**src/rtl/led_sense_if.sv**
```systemverilog
// Handshake and result bundle between the LED/sense sequencer and its controller.
// The master drives requests and the comparator input; the slave returns the results.
interface led_sense_if #(
  parameter int CW = 4
);
  logic          start;
  logic          abort;
  logic          comp_in;
  logic          led_en;
  logic          latch_clr;
  logic          busy;
  logic          result_valid;
  logic [CW-1:0] count;
  logic          detect;

  modport master (
    output start, abort, comp_in,
    input  led_en, latch_clr, busy, result_valid, count, detect
  );

  modport slave (
    input  start, abort, comp_in,
    output led_en, latch_clr, busy, result_valid, count, detect
  );
endinterface

```
**src/rtl/led_sense_sequencer.sv**
```systemverilog
// Sequencer for the LED/sense front end: clear the latch, let the LED settle,
// count comparator-high samples over a window, then report count and detect.
module led_sense_sequencer #(
  parameter int SETTLE_CYC = 4,
  parameter int NSAMP      = 8,
  parameter int THRESH     = 5,
  parameter int CW         = $clog2(NSAMP + 1)
) (
  input logic        clk,
  input logic        rst,
  led_sense_if.slave bus
);

  localparam int MAXP = (SETTLE_CYC > NSAMP) ? SETTLE_CYC : NSAMP;
  localparam int PW   = $clog2(MAXP + 1);
  localparam logic [PW-1:0] SETTLE_LAST = PW'(SETTLE_CYC - 1);
  localparam logic [PW-1:0] SAMP_LAST   = PW'(NSAMP - 1);
  localparam logic [CW-1:0] THRESH_C    = CW'(THRESH);

  typedef enum logic [2:0] {IDLE, CLEAR, SETTLE, SAMPLE, DONE} state_t;

  state_t        state, state_next;
  logic [PW-1:0] phase;
  logic [CW-1:0] acc;
  logic [CW-1:0] acc_next;
  logic [CW-1:0] count_r;
  logic          detect_r;
  logic          comp_p0;
  logic          comp_sync;

  function automatic logic meets_thresh(input logic [CW-1:0] v);
    return v >= THRESH_C;
  endfunction

  assign acc_next = acc + CW'(comp_sync);

  always_ff @(posedge clk) begin
    if (rst) state <= IDLE;
    else     state <= state_next;
  end

  always_comb begin
    state_next = state;
    case (state)
      IDLE:    if (bus.start) state_next = CLEAR;
      CLEAR:   state_next = bus.abort ? IDLE : SETTLE;
      SETTLE:  if (bus.abort)               state_next = IDLE;
               else if (phase == SETTLE_LAST) state_next = SAMPLE;
      SAMPLE:  if (bus.abort)               state_next = IDLE;
               else if (phase == SAMP_LAST)   state_next = DONE;
      DONE:    state_next = IDLE;
      default: state_next = IDLE;
    endcase
  end

  always_comb begin
    bus.led_en       = (state == SETTLE) || (state == SAMPLE);
    bus.latch_clr    = (state == CLEAR);
    bus.busy         = (state != IDLE);
    bus.result_valid = (state == DONE);
    bus.count        = count_r;
    bus.detect       = detect_r;
  end

  // comp_p0 may go metastable; only comp_sync feeds the accumulator
  always_ff @(posedge clk) begin
    if (rst) begin
      comp_p0   <= 1'b0;
      comp_sync <= 1'b0;
      phase     <= '0;
      acc       <= '0;
      count_r   <= '0;
      detect_r  <= 1'b0;
    end else begin
      comp_p0   <= bus.comp_in;
      comp_sync <= comp_p0;
      case (state)
        CLEAR: begin
          acc   <= '0;
          phase <= '0;
        end
        SETTLE: phase <= (phase == SETTLE_LAST) ? '0 : phase + PW'(1);
        SAMPLE: begin
          acc   <= acc_next;
          phase <= phase + PW'(1);
          // results are loaded on the edge into DONE so they are valid with the strobe
          if (state_next == DONE) begin
            count_r  <= acc_next;
            detect_r <= meets_thresh(acc_next);
          end
        end
        default: ;
      endcase
    end
  end

endmodule

```
**src/flat_wrapper.sv**
```systemverilog
// flat-port wrapper written by rule: the top's interface ports become plain ports
module led_sense_sequencer_flat 
#(
  parameter int SETTLE_CYC = 4,
  parameter int NSAMP      = 8,
  parameter int THRESH     = 5,
  parameter int CW         = $clog2(NSAMP + 1)
)
  (clk, rst, bus_start, bus_abort, bus_comp_in, bus_led_en, bus_latch_clr, bus_busy, bus_result_valid, bus_count, bus_detect);
  led_sense_if #(.CW(CW)) bus_i ();
  input logic clk;
  input logic rst;
  input wire logic [$bits(bus_i.start)-1:0] bus_start;
  input wire logic [$bits(bus_i.abort)-1:0] bus_abort;
  input wire logic [$bits(bus_i.comp_in)-1:0] bus_comp_in;
  output wire logic [$bits(bus_i.led_en)-1:0] bus_led_en;
  output wire logic [$bits(bus_i.latch_clr)-1:0] bus_latch_clr;
  output wire logic [$bits(bus_i.busy)-1:0] bus_busy;
  output wire logic [$bits(bus_i.result_valid)-1:0] bus_result_valid;
  output wire logic [$bits(bus_i.count)-1:0] bus_count;
  output wire logic [$bits(bus_i.detect)-1:0] bus_detect;
  assign bus_i.start = bus_start;
  assign bus_i.abort = bus_abort;
  assign bus_i.comp_in = bus_comp_in;
  assign bus_led_en = bus_i.led_en;
  assign bus_latch_clr = bus_i.latch_clr;
  assign bus_busy = bus_i.busy;
  assign bus_result_valid = bus_i.result_valid;
  assign bus_count = bus_i.count;
  assign bus_detect = bus_i.detect;
  led_sense_sequencer #(.SETTLE_CYC(SETTLE_CYC), .NSAMP(NSAMP), .THRESH(THRESH), .CW(CW)) u_core (.clk(clk), .rst(rst), .bus(bus_i));
endmodule
```
**config.mk**
```make
export PLATFORM = sky130hd
export DESIGN_NAME = led_sense_sequencer_flat
export DESIGN_NICKNAME = d
export VERILOG_FILES = /design/src/rtl/led_sense_if.sv /design/src/rtl/led_sense_sequencer.sv /design/src/flat_wrapper.sv
export SDC_FILE = /design/constraint.sdc
export NUM_CORES = 1
export LEC_CHECK = 0
export BUFFER_PORTS_ARGS = -buffer_cell sky130_fd_sc_hd__buf_2
export CORE_MARGIN = 1.5
export CORE_UTILIZATION = 30
export CTS_CLUSTER_DIAMETER = 100
export DETAILED_ROUTE_END_ITERATION = 7
export SLEW_MARGIN = 40
export SYNTH_ARGS = -nofsm -noshare
export SYNTH_HDL_FRONTEND = slang
export SYNTH_SLANG_ARGS = --single-unit
export TNS_END_PERCENT = 5
```
**constraint.sdc**
```tcl
create_clock -name clk -period 1.4 [get_ports clk]
set_clock_uncertainty 0.1 [all_clocks]
set_input_delay 0.21 -clock clk [delete_from_list [all_inputs] [get_ports clk]]
set_output_delay 0.21 -clock clk [all_outputs]
set_load 0.005 [all_outputs]
```
== After elaboration in Yosys (flattened, before gate mapping) ==
Cells that the tools add are included.

* Shifts and indexed selects: 0
* Bitwise gates (word level): 0
* Reduce and logical (&&, ||, !) cells: 6
* Multiply operators: 0
* Add/subtract/negate cells: 2
* Div/mod/pow operators: 0
* Eq/ne operators: 7
* $lt $le $gt $ge: 1
* Muxes and demuxes: 10

{| class="wikitable"
|+ Operator list
! kind !! count
|-
| 3-bit 2-to-1 mux || 5
|-
| 3-bit case mux with 4 select lines || 1
|-
| 4-bit case mux with 3 select lines || 1
|-
| 4-bit case mux with 2 select lines || 1
|-
| 3-bit by 2-bit equality test with 1-bit output (second input constant) || 2
|-
| 3-bit equality test (second input constant) || 2
|-
| 3-bit nonzero test || 2
|-
| 4-bit by 1-bit adder with 4-bit output || 1
|-
| 4-bit by 1-bit adder with 4-bit output (second input constant) || 1
|-
| 4-bit by 2-bit equality test with 1-bit output (second input constant) || 1
|-
| 4-bit by 3-bit equality test with 1-bit output (second input constant) || 1
|-
| 4-bit by 3-bit greater-or-equal comparator with 1-bit output (second input constant) || 1
|-
| 4-bit 2-to-1 mux || 1
|-
| 3-bit by 1-bit equality test with 1-bit output (second input constant) || 1
|-
| 3-bit logical NOT || 1
|-
| 2-bit 2-to-1 mux || 1
|-
| 2-bit AND reduction || 1
|-
| 2-bit nonzero test || 1
|-
| 1-bit logical OR || 1
|}

* Latch bits: 0
* Bits in registers: 18
* Memory bits (writable): 0
* Memory bits (read-only): 0
* Input port bits: 5
* Memories: 0
* Output and inout port bits: 9

== Longest topological paths before layout ==
Gate-level depths: netlist of run 1.

* Depth after elaboration: 6
* Depth in mapped cells: 6

== Worst setup path before layout of run 1 ==
OpenSTA, ideal clock, no wires.

* Path kind: flip-flop to flip-flop
* Start: register u_core.phase[0]
* End: register u_core.count_r[0] (netlist: u_core.bus.count[0])
* Slack: -84 ps
* Path buffers: 0
* Setup time: 128 ps
* Stages on the path, launching flop included: 6
* Period minus slack after synthesis: 1,484 ps
* Data arrival time: 1,257 ps
* Cell sequence: dfxtp_1 > ha_1 > nand4b_1 > nor3_4 > mux2i_1 > nor2_1

* Cells in the longest elaborated chain, start to end: 6
* Elaborated cells between the ends (all ways): 9
* Classes of those cells: eq/ne (3); mux (5); reduce/logical (1)

{| class="wikitable"
|+ Ends and longest elaborated chain
! element !! line !! text
|-
| start: declaration || led_sense_sequencer.sv:23 || <nowiki>logic [PW-1:0] phase;</nowiki>
|-
| start signal: assignment || led_sense_sequencer.sv:82 || <nowiki>SETTLE: phase <= (phase == SETTLE_LAST) ? '0 : phase + PW'(1);</nowiki>
|-
| start signal: assignment || led_sense_sequencer.sv:85 || <nowiki>phase <= phase + PW'(1);</nowiki>
|-
| 4-bit by 3-bit equality test with 1-bit output or 4-bit by 2-bit equality test with 1-bit output (tied branches) || led_sense_sequencer.sv:50, led_sense_sequencer.sv:48 ||
|-
| 3-bit 2-to-1 mux, on equally long branches || led_sense_sequencer.sv:50, led_sense_sequencer.sv:48 ||
|-
| 3-bit 2-to-1 mux, on equally long branches || led_sense_sequencer.sv:49, led_sense_sequencer.sv:47 ||
|-
| 3-bit case mux with 4 select lines (*) || led_sense_sequencer.sv:44 || <nowiki>case (state)</nowiki>
|-
| 3-bit equality test (*) || led_sense_sequencer.sv:87 || <nowiki>if (state_next == DONE) begin</nowiki>
|-
| 2-bit AND reduction (no line) (*) || n/a ||
|-
| end signal: assignment || led_sense_sequencer.sv:88 || <nowiki>count_r <= acc_next;</nowiki>
|-
| end: declaration || led_sense_sequencer.sv:26 || <nowiki>logic [CW-1:0] count_r;</nowiki>
|}

Mark *: on every way between the ends. The rest lies on a longest branch, timed or not.
A chain may end at the register's enable or synchronous reset.

== Worst setup path in the final report of run 1 ==
* Start: register u_core.state[1]
* End: output port bus_busy

* Cells in the longest elaborated chain, start to end: 1

{| class="wikitable"
|+ Ends and longest elaborated chain
! element !! line !! text
|-
| start: declaration || led_sense_sequencer.sv:22 || <nowiki>state_t state, state_next;</nowiki>
|-
| start signal: assignment || led_sense_sequencer.sv:39 || <nowiki>else state <= state_next;</nowiki>
|-
| 3-bit nonzero test || led_sense_sequencer.sv:59 || <nowiki>bus.busy = (state != IDLE);</nowiki>
|-
| end: declaration || flat_wrapper.sv:18 || <nowiki>output wire logic [$bits(bus_i.busy)-1:0] bus_busy;</nowiki>
|}

No other way between the ends.

==> results.md, run 1 <==
- Initial antenna violation count: 0
- Slew Limit Fails: 0
- Clock sinks: 18
- Actual slew at the worst max-slew pin: 0.338 ns
- Final worst slack: -0.130 ns
- Top post-synthesis cells by area: dfxtp_1 (44%), nor2_1 (7.4%), mux2i_1 (6.1%), ha_1 (4.6%), nor2b_1 (3.8%)
- DR vias: roughly 740
- Root Driver: clkbuf_4
- Final net count: 130
- Die Footprint: 3040 µm²
- Final hold viol count: 0
- IO buf count: 13
- Clock latency on the worst-skew pair: approximately 0.29 ns
- Num ports: 14
- Slew headroom: 0.774
- Register area share after synthesis: 0.442
- DR pass1 iterations: 4
- Async set or reset register ratio after synthesis: 0
- Number of max-cap violations: 0
- Critical path required time: ~1.1 ns
- Layout cells sized above 1: 0.388
- Area delta synth->final: 38.6%
- CTS tree: built
- FF+latch area: around 370 µm²
- Post-synthesis cell count: 93
- Final setup violation count: 8
- Clock Path Buffers: 2
- Unrepaired setup endpoints after global routing: true
- DRT iter0 DRCs: 12
- GPL Wtd Cong: 0.782
- Syn Area/Cell: ~8.8 µm²
- Synth Flop Type: dfxtp_1
- Hold Path Origin: bus_comp_in
- Routed Antenna Nets: 0
- Status: finished with violations
- Row Count: 18
- Fmax: 654 MHz
- Placed cell count: 145
- Reg2Reg Launch Point: u_core.phase[0]$_SDFFE_PP0P_
- Maximum fanout along the worst path: 3
- Clock Pin Slew Worst Setup and Hold Paths: 0.10 ns
- Crit start category: flip-flop
- Syn nets: ~100
- Cts hold-fix bufs: 0
- Synth warnings: 0
- Avg Vias per Cell: a little under 5
- Depth of the CTS H-tree: 1
- Critical path type: flip-flop to output pin
- Num CTS Buffers: 3
- Final Critical Period: around 1.5 ns
- Post-Route WL: 1750 µm
- Antenna cell count: 0
- Power density cells: 821 nW/µm²
- Leakage power total: 0.460 nW
- Global-route wire length before repair: around 2600 µm
- Horiz. Die Dim: 55.1 µm
- DRC viols: 0
- Fillers: around 250
- Netlist cell types: 29
- Share of the synthesized area in the top cell type: 0.442
- Final Power: 928 µW
- Largest net degree at the start of global routing: 19
- Grt ovf: 0
- Multi-input gate area: slightly below 500 µm²
- Post-Syn Area: between 800 and 900 µm²
- Tcrit/Tclk final: 1.09
- Synth area leader: dfxtp_1
- Critical Path Start: u_core.state[1]$_SDFF_PP0_
- Peak VDD IR: 0.407 mV
- Failing checks: negative setup slack
- Detailed Place HPWL: approximately 1300 µm
- Critical path endpoint category: output pin
- Flops & latches, synth: 18
- Routed WL per cell: roughly 12 µm
- Die extent in y: 55.1 µm
- Min-Delay Path Class: input port to flip-flop
- Worst hold slack: between 0.02 and 0.025 ns
- Initial cell density of the core: 0.323
- Gr usage total: 0.122
- Post-synth EDFFs: 0
- Critical Path AT: approximately 1.2 ns
- Area of the core: 2520 µm²
- Vias in the first global route: around 660
- Final Instance Count excl. Fillers: 151
## final timing paths
kind	to	cells past startpoint	slack (ns)
worst min-delay path	u_core.comp_p0$_SDFF_PP0_	2	0.02
worst max register to register	u_core.bus.count[3]$_SDFFE_PP0P_	5	-0.07
worst min register to register	u_core.comp_sync$_SDFF_PP0_	1	0.35
worst max-delay path	bus_busy	3	-0.13
## power by group
part / switching [mW] / internal, mW / leakage, nW
sequential: 0.00550 / 0.519 / 0.148
clock: 0.156 / 0.158 / 0.0210
combinational: 0.0459 / 0.0436 / 0.291
## kinds of logic (layout without fill, tap and decap cells)
kind of cell / after synthesis / after routing / share of synthesized area
mux: 5 / 5 / 0.0614
fa+ha+maj: 3 / 3 / 0.0460
buf+inv: 6 / 34 / 0.0291
flops: 18 / 18 / 0.442
compound gates: 14 / 14 / 0.107
xor+xnor: 2 / 2 / 0.0215
simple gates: 45 / 45 / 0.293
## per-stage QoR
stage | cell area (µm²) | setup TNS [ns] | setup WS, ns | util
2_1_floorplan | 816 | -0.321 | -0.0843 | -
3_3_place_gp | 1000 | -0.520 | -0.0760 | 0.396
3_5_place_dp | 1000 | -0.689 | -0.101 | 0.396
4_1_cts | 1090 | -0.600 | -0.126 | 0.433
5_1_grt | 1130 | -1.38 | -0.190 | 0.448
6_report | 1130 | -0.496 | -0.130 | 0.448
## sequential cells by signal, indices dropped and copies added (netlist names)
name               flops
u_core.phase           4
u_core.comp_sync       1
u_core.comp_p0         1
u_core.bus.count       4
u_core.acc             4
u_core.bus.detect      1
u_core.state           3
## cells in the mapped netlist, types with 3 or more instances
| library cell | n |
|---|---|
| dfxtp_1 | 18 |
| a21oi_1 | 5 |
| nand3_1 | 6 |
| nand2_1 | 6 |
| nor2b_1 | 5 |
| mux2i_1 | 5 |
| nor2_1 | 16 |
| ha_1 | 3 |
## cell type report
cell class	instances	share of cell area
clock buffers	4	0.0321
well taps	30	0.0332
repair buffers	28	0.178
inverters	2	0.00664
multi-input cells	69	0.426
flip-flops and latches	18	0.324
## cell usage in the layout, fill, tap and decap left out, types with 2 or more instances in the layout
cell type,instances
nor2_1,15
buf_6,5
buf_2,11
buf_4,12
o21ai_0,2
dfxtp_2,5
a211oi_1,2
a21oi_1,5
nand2_1,6
nand4b_1,2
clkbuf_4,3
nand3_1,6
nor2b_1,4
inv_1,2
nor4_1,2
mux2i_1,5
dfxtp_1,13
nor3_1,2
## metal layers
metal	GRT usage	vias to the layer above	part of all wire
met1	0.137	348	0.47
met5	0	-	0
met3	0.0242	2	0.023
li1	-	384	-
met4	0.0732	0	0.0074
met2	0.212	9	0.50
## worst max-delay path, cell delays in order, from the launching register on
cell	delay, ns
dfxtp_2	0.34
buf_6	0.12
or3_4	0.35
buf_6	0.12
## what timing repair did
| action | CTS | global route |
|---|---|---|
| pin swaps | 2 | 0 |
| gates resized for setup | 14 | 8 |
| buffers inserted | 2 | 0 |
| setup endpoints to repair | 13 | 15 |
Power figures use the tool's default switching activity.
==> inputs of run 2 (changes only) <==
--- a/config.mk
+++ b/config.mk
@@ -5,6 +5,7 @@
 export SDC_FILE = /design/constraint.sdc
 export NUM_CORES = 1
 export LEC_CHECK = 0
+export ABC_AREA = 1
 export BUFFER_PORTS_ARGS = -buffer_cell sky130_fd_sc_hd__buf_2
 export CORE_MARGIN = 1.5
 export CORE_UTILIZATION = 30
==> run 2 against run 1 <==
The flow still finishes with violations (negative setup slack). Non-clock buffer count grew 1. Sequential power up 1%. Sequential cell count unchanged. Critical path depth up 6. Combinational power rose by 33%. Fmax rose by 6.5%. Wire length rose by 24%. Critical endpoint is now u_core.state[1]$_SDFF_PP0_. Largest cell class unchanged.
==> results.md, run 2 <==
- Detailed Place HPWL: approximately 1400 µm
- R2R depth: 9
- Async set or reset register ratio after synthesis: 0
- Die extent in y: around 57 µm
- Register area share after synthesis: 0.416
- Critical path required time: 1.49 ns
- Post-Route WL: 2170 µm
- Actual slew at the worst max-slew pin: around 0.22 ns
- Depth of the CTS H-tree: 1
- Min-Delay Path Class: input port to flip-flop
- Post-Syn Area: between 800 and 900 µm²
- Status: finished with violations
- Area delta synth->final: 42.3%
- Grt ovf: 0
- Delay-heaviest family, CP: buffers and inverters
- DRC viols: 0
- Gr usage total: 0.141
- Unrepaired setup endpoints after global routing: true
- Maximum fanout along the worst path: 4
- Num CTS Buffers: 3
- Final Critical Period: around 1.4 ns
- Synth Flop Type: dfxtp_1
- Clock Pin Slew Worst Setup and Hold Paths: 0.11 ns
- CP dominant cell by count: buf_4
- Clock sinks: 18
- Multi-input gate area: around 510 µm²
- Largest net degree at the start of global routing: 11
- Max incr delay on CP: around 0.4 ns
- Final hold viol count: 0
- Horiz. Die Dim: ~57 µm
- Initial cell density of the core: 0.314
- Power density cells: just under 800 nW/µm²
- Synth warnings: 0
- Crit start category: flip-flop
- Global-route wire length before repair: roughly 3500 µm
- Syn Area/Cell: just under 7 µm²
- Routed Antenna Nets: 0
- Critical path endpoint category: flip-flop
- Netlist cell types: 15
- Slew headroom: 0.856
- Commonest cells after routing, fill and taps aside: nand2_1 (39), inv_1 (19), buf_4 (14)
- GPL Wtd Cong: between 0.8 and 0.9
- Vias in the first global route: approximately 850
- Syn nets: between 100 and 150
- Fillers: between 200 and 300
- WP depth: 9
- Root Driver: clkbuf_4
- Die Footprint: roughly 3200 µm²
- Num ports: 14
- Final Instance Count excl. Fillers: between 150 and 200
- Share of the synthesized area in the top cell type: 0.416
- Clock latency on the worst-skew pair: approximately 0.30 ns
- FF-to-FF End: u_core.state[1]$_SDFF_PP0_
- Layout cells sized above 1: 0.361
- Worst path buffer plus inverter count: 6
- Peak VDD IR: slightly above 0.7 mV
- Leakage power total: about 0.56 nW
- Tcrit/Tclk final: 1.03
- Reg2Reg Launch Point: u_core.state[0]$_SDFF_PP0_
- Flops & latches, synth: 18
- Critical Path AT: 1.53 ns
- Avg Vias per Cell: 4.81
- Most common cell after layout, fill and taps aside: nand2_1
- Hold worst-path end: u_core.state[1]$_SDFF_PP0_
- CTS tree: built
- Row Count: 19
- DR pass1 iterations: 4
- Final worst slack: -0.0368 ns
- Area of the core: 2760 µm²
- Top-count cell post-synth: nand2_1
- DRT iter0 DRCs: 33
- Post-synthesis cell count: around 130
- Initial antenna violation count: 0
- Slew Limit Fails: 0
- Fmax: a little under 700 MHz
- Critical path type: flip-flop to flip-flop
- Final setup violation count: 3
- Top post-synthesis cells by area: dfxtp_1 (42%), nand2_1 (17%), inv_1 (9.1%), nor2_1 (6.1%), a21oi_1 (5.8%)
- Worst hold slack: 0.0656 ns
- Failing checks: negative setup slack
- Number of max-cap violations: 0
- Hold path depth: 2
- Placed cell count: 174
- Core Util, Final: 0.447
- Final net count: approximately 170
- Synth area leader: dfxtp_1
- Clock Path Buffers: 2
- FF+latch area: approximately 380 µm²
- DR vias: 910
- R2R Setup Slk: -0.04 ns
- Final Power: slightly below 1 mW
- Hold Path Origin: rst
- Antenna cell count: 0
- Routed WL per cell: 11.5 µm
- Slowest cell on crit path: dfxtp_4
- CP cell instances: inv_4, nor2_4, buf_4, buf_4, buf_4, buf_4, buf_4, nand3_2, a31oi_1
- Post-synth EDFFs: 0
- IO buf count: 13
- Post-synth top cells: nand2_1 (39), inv_1 (21), dfxtp_1 (18)
[run 2: cell types whose count changed in the layout (fill, tap and decap cells not counted), moves of 3 or more]
cell     previous run  this run
buf_6               5         1
nand2_1             6        39
dfxtp_4             0         3
nand3_2             0         3
nor2_1             15        10
mux2i_1             5         0
inv_1               2        19
nor2b_1             4         0
a21oi_1             5         8
nor2_4              1         6
[run 2: final cells by class]
type / count / share of cell area
clock buffer: 4 / 0.0294
inverter: 21 / 0.0660
multi-input combinational: 86 / 0.412
sequential: 18 / 0.306
tap: 31 / 0.0315
timing repair buffer: 29 / 0.155
[run 2: kinds of logic (layout without fill, tap and decap cells)]
group | after synthesis | count (layout) | synth area share
adders and majority gates | 3 | 3 | 0.0434
buffers and inverters | 22 | 54 | 0.0954
DFF | 18 | 18 | 0.416
and+or+nand+nor | 69 | 69 | 0.354
AOI/OAI and AO/OA | 12 | 12 | 0.0708
xor gates and xnor gates | 2 | 2 | 0.0202
[run 2: worst max path at each step]
stage | start | to | slack [ns]
floorplan | u_core.comp_sync$_SDFF_PP0_ | u_core.bus.detect$_SDFFE_PP0P_ | 0.08
global placement | u_core.comp_sync$_SDFF_PP0_ | u_core.bus.detect$_SDFFE_PP0P_ | -0.002
detailed placement | u_core.phase[0]$_SDFFE_PP0P_ | u_core.bus.count[3]$_SDFFE_PP0P_ | -0.02
CTS | u_core.state[0]$_SDFF_PP0_ | bus_latch_clr | -0.05
global route | u_core.state[0]$_SDFF_PP0_ | u_core.state[1]$_SDFF_PP0_ | -0.10
finish | u_core.state[0]$_SDFF_PP0_ | u_core.state[1]$_SDFF_PP0_ | -0.04
[run 2: repair_timing]
action	in CTS	in global routing
endpoints found under the setup margin	9	15
cloned	0	0
resized for setup	14	17
hold endpoints to repair	1	0
setup buffers	8	2
hold buffers	1	0
pin swaps	2	4
[run 2: power by group]
| group | total [mW] | switching [mW] | leakage (nW) | internal [mW] |
|---|---|---|---|---|
| combinational | 0.119 | 0.0612 | 0.388 | 0.0582 |
| sequential | 0.532 | 0.0127 | 0.150 | 0.519 |
| clock | 0.328 | 0.169 | 0.0210 | 0.159 |
| total | 0.979 | 0.243 | 0.559 | 0.736 |
[run 2: metal layers]
| layer | track usage | vias up | wire length [µm] |
|---|---|---|---|
| met2 | 0.249 | 30 | 1090 |
| met5 | 0 | - | 0 |
| met4 | 0.0374 | 0 | 74 |
| met1 | 0.159 | 418 | 901 |
| met3 | 0.0484 | 9 | 103 |
| li1 | - | 453 | - |
[run 2: through the flow]
step           cell area, µm²  setup TNS, ns  setup slack (ns)
2_1_floorplan             866              0            0.0834
3_3_place_gp             1000       -0.00173          -0.00173
3_5_place_dp             1000        -0.0355           -0.0183
4_1_cts                  1150        -0.0913           -0.0520
5_1_grt                  1230         -0.371            -0.102
6_report                 1230        -0.0582           -0.0368
==> inputs of run 3 (changes only) <==
--- a/config.mk
+++ b/config.mk
@@ -5,12 +5,12 @@
 export SDC_FILE = /design/constraint.sdc
 export NUM_CORES = 1
 export LEC_CHECK = 0
-export ABC_AREA = 1
 export BUFFER_PORTS_ARGS = -buffer_cell sky130_fd_sc_hd__buf_2
 export CORE_MARGIN = 1.5
 export CORE_UTILIZATION = 30
 export CTS_CLUSTER_DIAMETER = 100
 export DETAILED_ROUTE_END_ITERATION = 7
+export REMOVE_ABC_BUFFERS = 1
 export SLEW_MARGIN = 40
 export SYNTH_ARGS = -nofsm -noshare
 export SYNTH_HDL_FRONTEND = slang
==> run 3 against run 2 <==
The run still ends with negative setup slack left. Critical path depth shrank 7. Wire length shrank 16%. Fmax shrank 1.8%. Die area shrank 5.5%. Highest routed layer unchanged. Critical path type is now flip-flop to output pin. Critical endpoint is now bus_busy. Sequential power shrank 2%.
==> results.md, run 3 (synthesis results as in run 1) <==
- Layout cells sized above 1: 0.430
- Setup TNS Final: -0.306 ns
- Slew headroom: 0.758
- Peak VDD IR: just over 0.4 mV
- DR WL met3: approximately 49 µm
- Detailed Place HPWL: between 1000 and 1500 µm
- Crit start category: flip-flop
- Fmax: a little under 700 MHz
- Number of max-cap violations: 0
- Clock Pin Slew Worst Setup and Hold Paths: around 0.10 ns
- Vias in the first global route: 692
- Min-Delay Path Class: input port to flip-flop
- Actual slew at the worst max-slew pin: between 0.3 and 0.4 ns
- Final Critical Period: about 1.5 ns
- Fillers: approximately 260
- Final net count: 131
- Critical path required time: approximately 1.1 ns
- DRC viols: 0
- Area of the core: approximately 2500 µm²
- DRT iter0 DRCs: 11
- Placed cell count: roughly 140
- Antenna cell count: 0
- CTS tree: built
- Leakage power total: approximately 0.46 nW
- R2R Setup Slk: -0.05 ns
- DR vias: about 750
- Die extent in y: roughly 55 µm
- Power density cells: between 700 and 800 nW/µm²
- Final Power: between 800 and 900 µW
- Status: finished with violations
- Failing checks: negative setup slack
- Largest net degree at the start of global routing: 19
- Final hold viol count: 0
- Commonest cells after routing, fill and taps aside: nor2_1 (13), buf_2 (13), dfxtp_1 (13)
- Critical Path AT: around 1.2 ns
- Critical Path Start: u_core.state[0]$_SDFF_PP0_
- Gr usage total: 0.141
- Area delta synth->final: 39.6%
- Tcrit/Tclk final: 1.05
- FF-to-FF End: u_core.bus.count[0]$_SDFFE_PP0P_
- Reg2Reg Launch Point: u_core.phase[0]$_SDFFE_PP0P_
- GPL Wtd Cong: ~0.75
- Final setup violation count: 9
- Clock Path Buffers: 2
- Root Driver: clkbuf_4
- Slew Limit Fails: 0
- Global-route wire length before repair: approximately 3000 µm
- Initial antenna violation count: 0
- Final worst slack: -0.0632 ns
- Horiz. Die Dim: about 55 µm
- Critical path endpoint category: output pin
- Num CTS Buffers: 3
- Top sig layer: met4
- Maximum fanout along the worst path: 3
- Row Count: 18
- Met2 Wirelength: roughly 900 µm
- Post-Route WL: between 1500 and 2000 µm
- Clock sinks: 18
- Worst slack, placed: -0.207 ns
- Routed Antenna Nets: 0
- Num ports: 14
- DR pass1 iterations: 4
- Clock latency on the worst-skew pair: 0.28 ns
- Critical path type: flip-flop to output pin
- Depth of the CTS H-tree: 1
- Post-route cell area: 1140 µm²
- Cts hold-fix bufs: 0
- IO buf count: 13
- Unrepaired setup endpoints after global routing: true
- Die Footprint: ~3000 µm²
- Routed WL per cell: 12.1 µm
- Final Instance Count excl. Fillers: around 150
- Initial cell density of the core: 0.323
- Crit path capture: bus_busy
- Avg Vias per Cell: 4.97
- R2R depth: 6
- WL met1: a little under 900 µm
- Grt ovf: 0
- Placement Cell Area: ~980 µm²
[run 3: cell count changes in the layout (fill, tap and decap cells not counted), moves of 3 or more]
| cell | before | now |
|---|---|---|
| nand3_2 | 3 | 0 |
| buf_6 | 1 | 4 |
| mux2i_1 | 0 | 5 |
| nor2_4 | 6 | 1 |
| nor2b_1 | 0 | 4 |
| nand2_1 | 39 | 6 |
| inv_1 | 19 | 2 |
| nor2_1 | 10 | 13 |
| a21oi_1 | 8 | 5 |
[run 3: what timing repair did]
item | 4_1_cts | 5_1_grt
pin swaps | 3 | 2
hold endpoints to repair | 0 | 0
setup endpoints to repair | 13 | 15
gates resized for setup | 14 | 13
buffers inserted | 4 | 1
[run 3: worst min path at each step]
| stage | from | cells after the start | to | slack (ns) |
|---|---|---|---|---|
| floorplan | rst | 1 | u_core.acc[0]$_SDFFE_PP0P_ | 0.18 |
| global placement | bus_comp_in | 2 | u_core.comp_p0$_SDFF_PP0_ | 0.33 |
| detailed placement | u_core.comp_p0$_SDFF_PP0_ | 1 | u_core.comp_sync$_SDFF_PP0_ | 0.33 |
| CTS | bus_comp_in | 2 | u_core.comp_p0$_SDFF_PP0_ | 0.04 |
| global route | bus_comp_in | 2 | u_core.comp_p0$_SDFF_PP0_ | 0.04 |
| finish | bus_comp_in | 2 | u_core.comp_p0$_SDFF_PP0_ | 0.04 |
[run 3: layout make-up]
class	count	area, µm²	share of cell area
multi-input combinational	69	499	0.438
sequential	18	372	0.326
timing repair buffer	29	200	0.176
tap	30	37.5	0.0330
clock buffer	3	22.5	0.0198
inverter	2	7.51	0.00659
[run 3: report_power, final]
part	leakage [nW]	switching [mW]	total (mW)	internal, mW
sequential	0.149	0.00582	0.522	0.516
combinational	0.296	0.0474	0.0875	0.0402
clock	0.0138	0.152	0.252	0.0999
[run 3: worst max-delay path, cell delays in order (launching register included)]
cell     delay [ns]
dfxtp_4        0.37
or3_4          0.37
buf_2          0.13
[run 3: per-layer routing]
metal,vias to the layer above,track usage
li1,381,-
met1,360,0.195
met2,8,0.220
met3,2,0.0242
met4,0,0.0488
met5,-,0
[run 3: through the flow]
step                hold slack, ns  utilization
floorplan                    0.179            -
finish                      0.0387        0.451
CTS                         0.0366        0.427
global route                0.0400        0.451
global placement             0.325        0.390
detailed placement           0.332        0.390
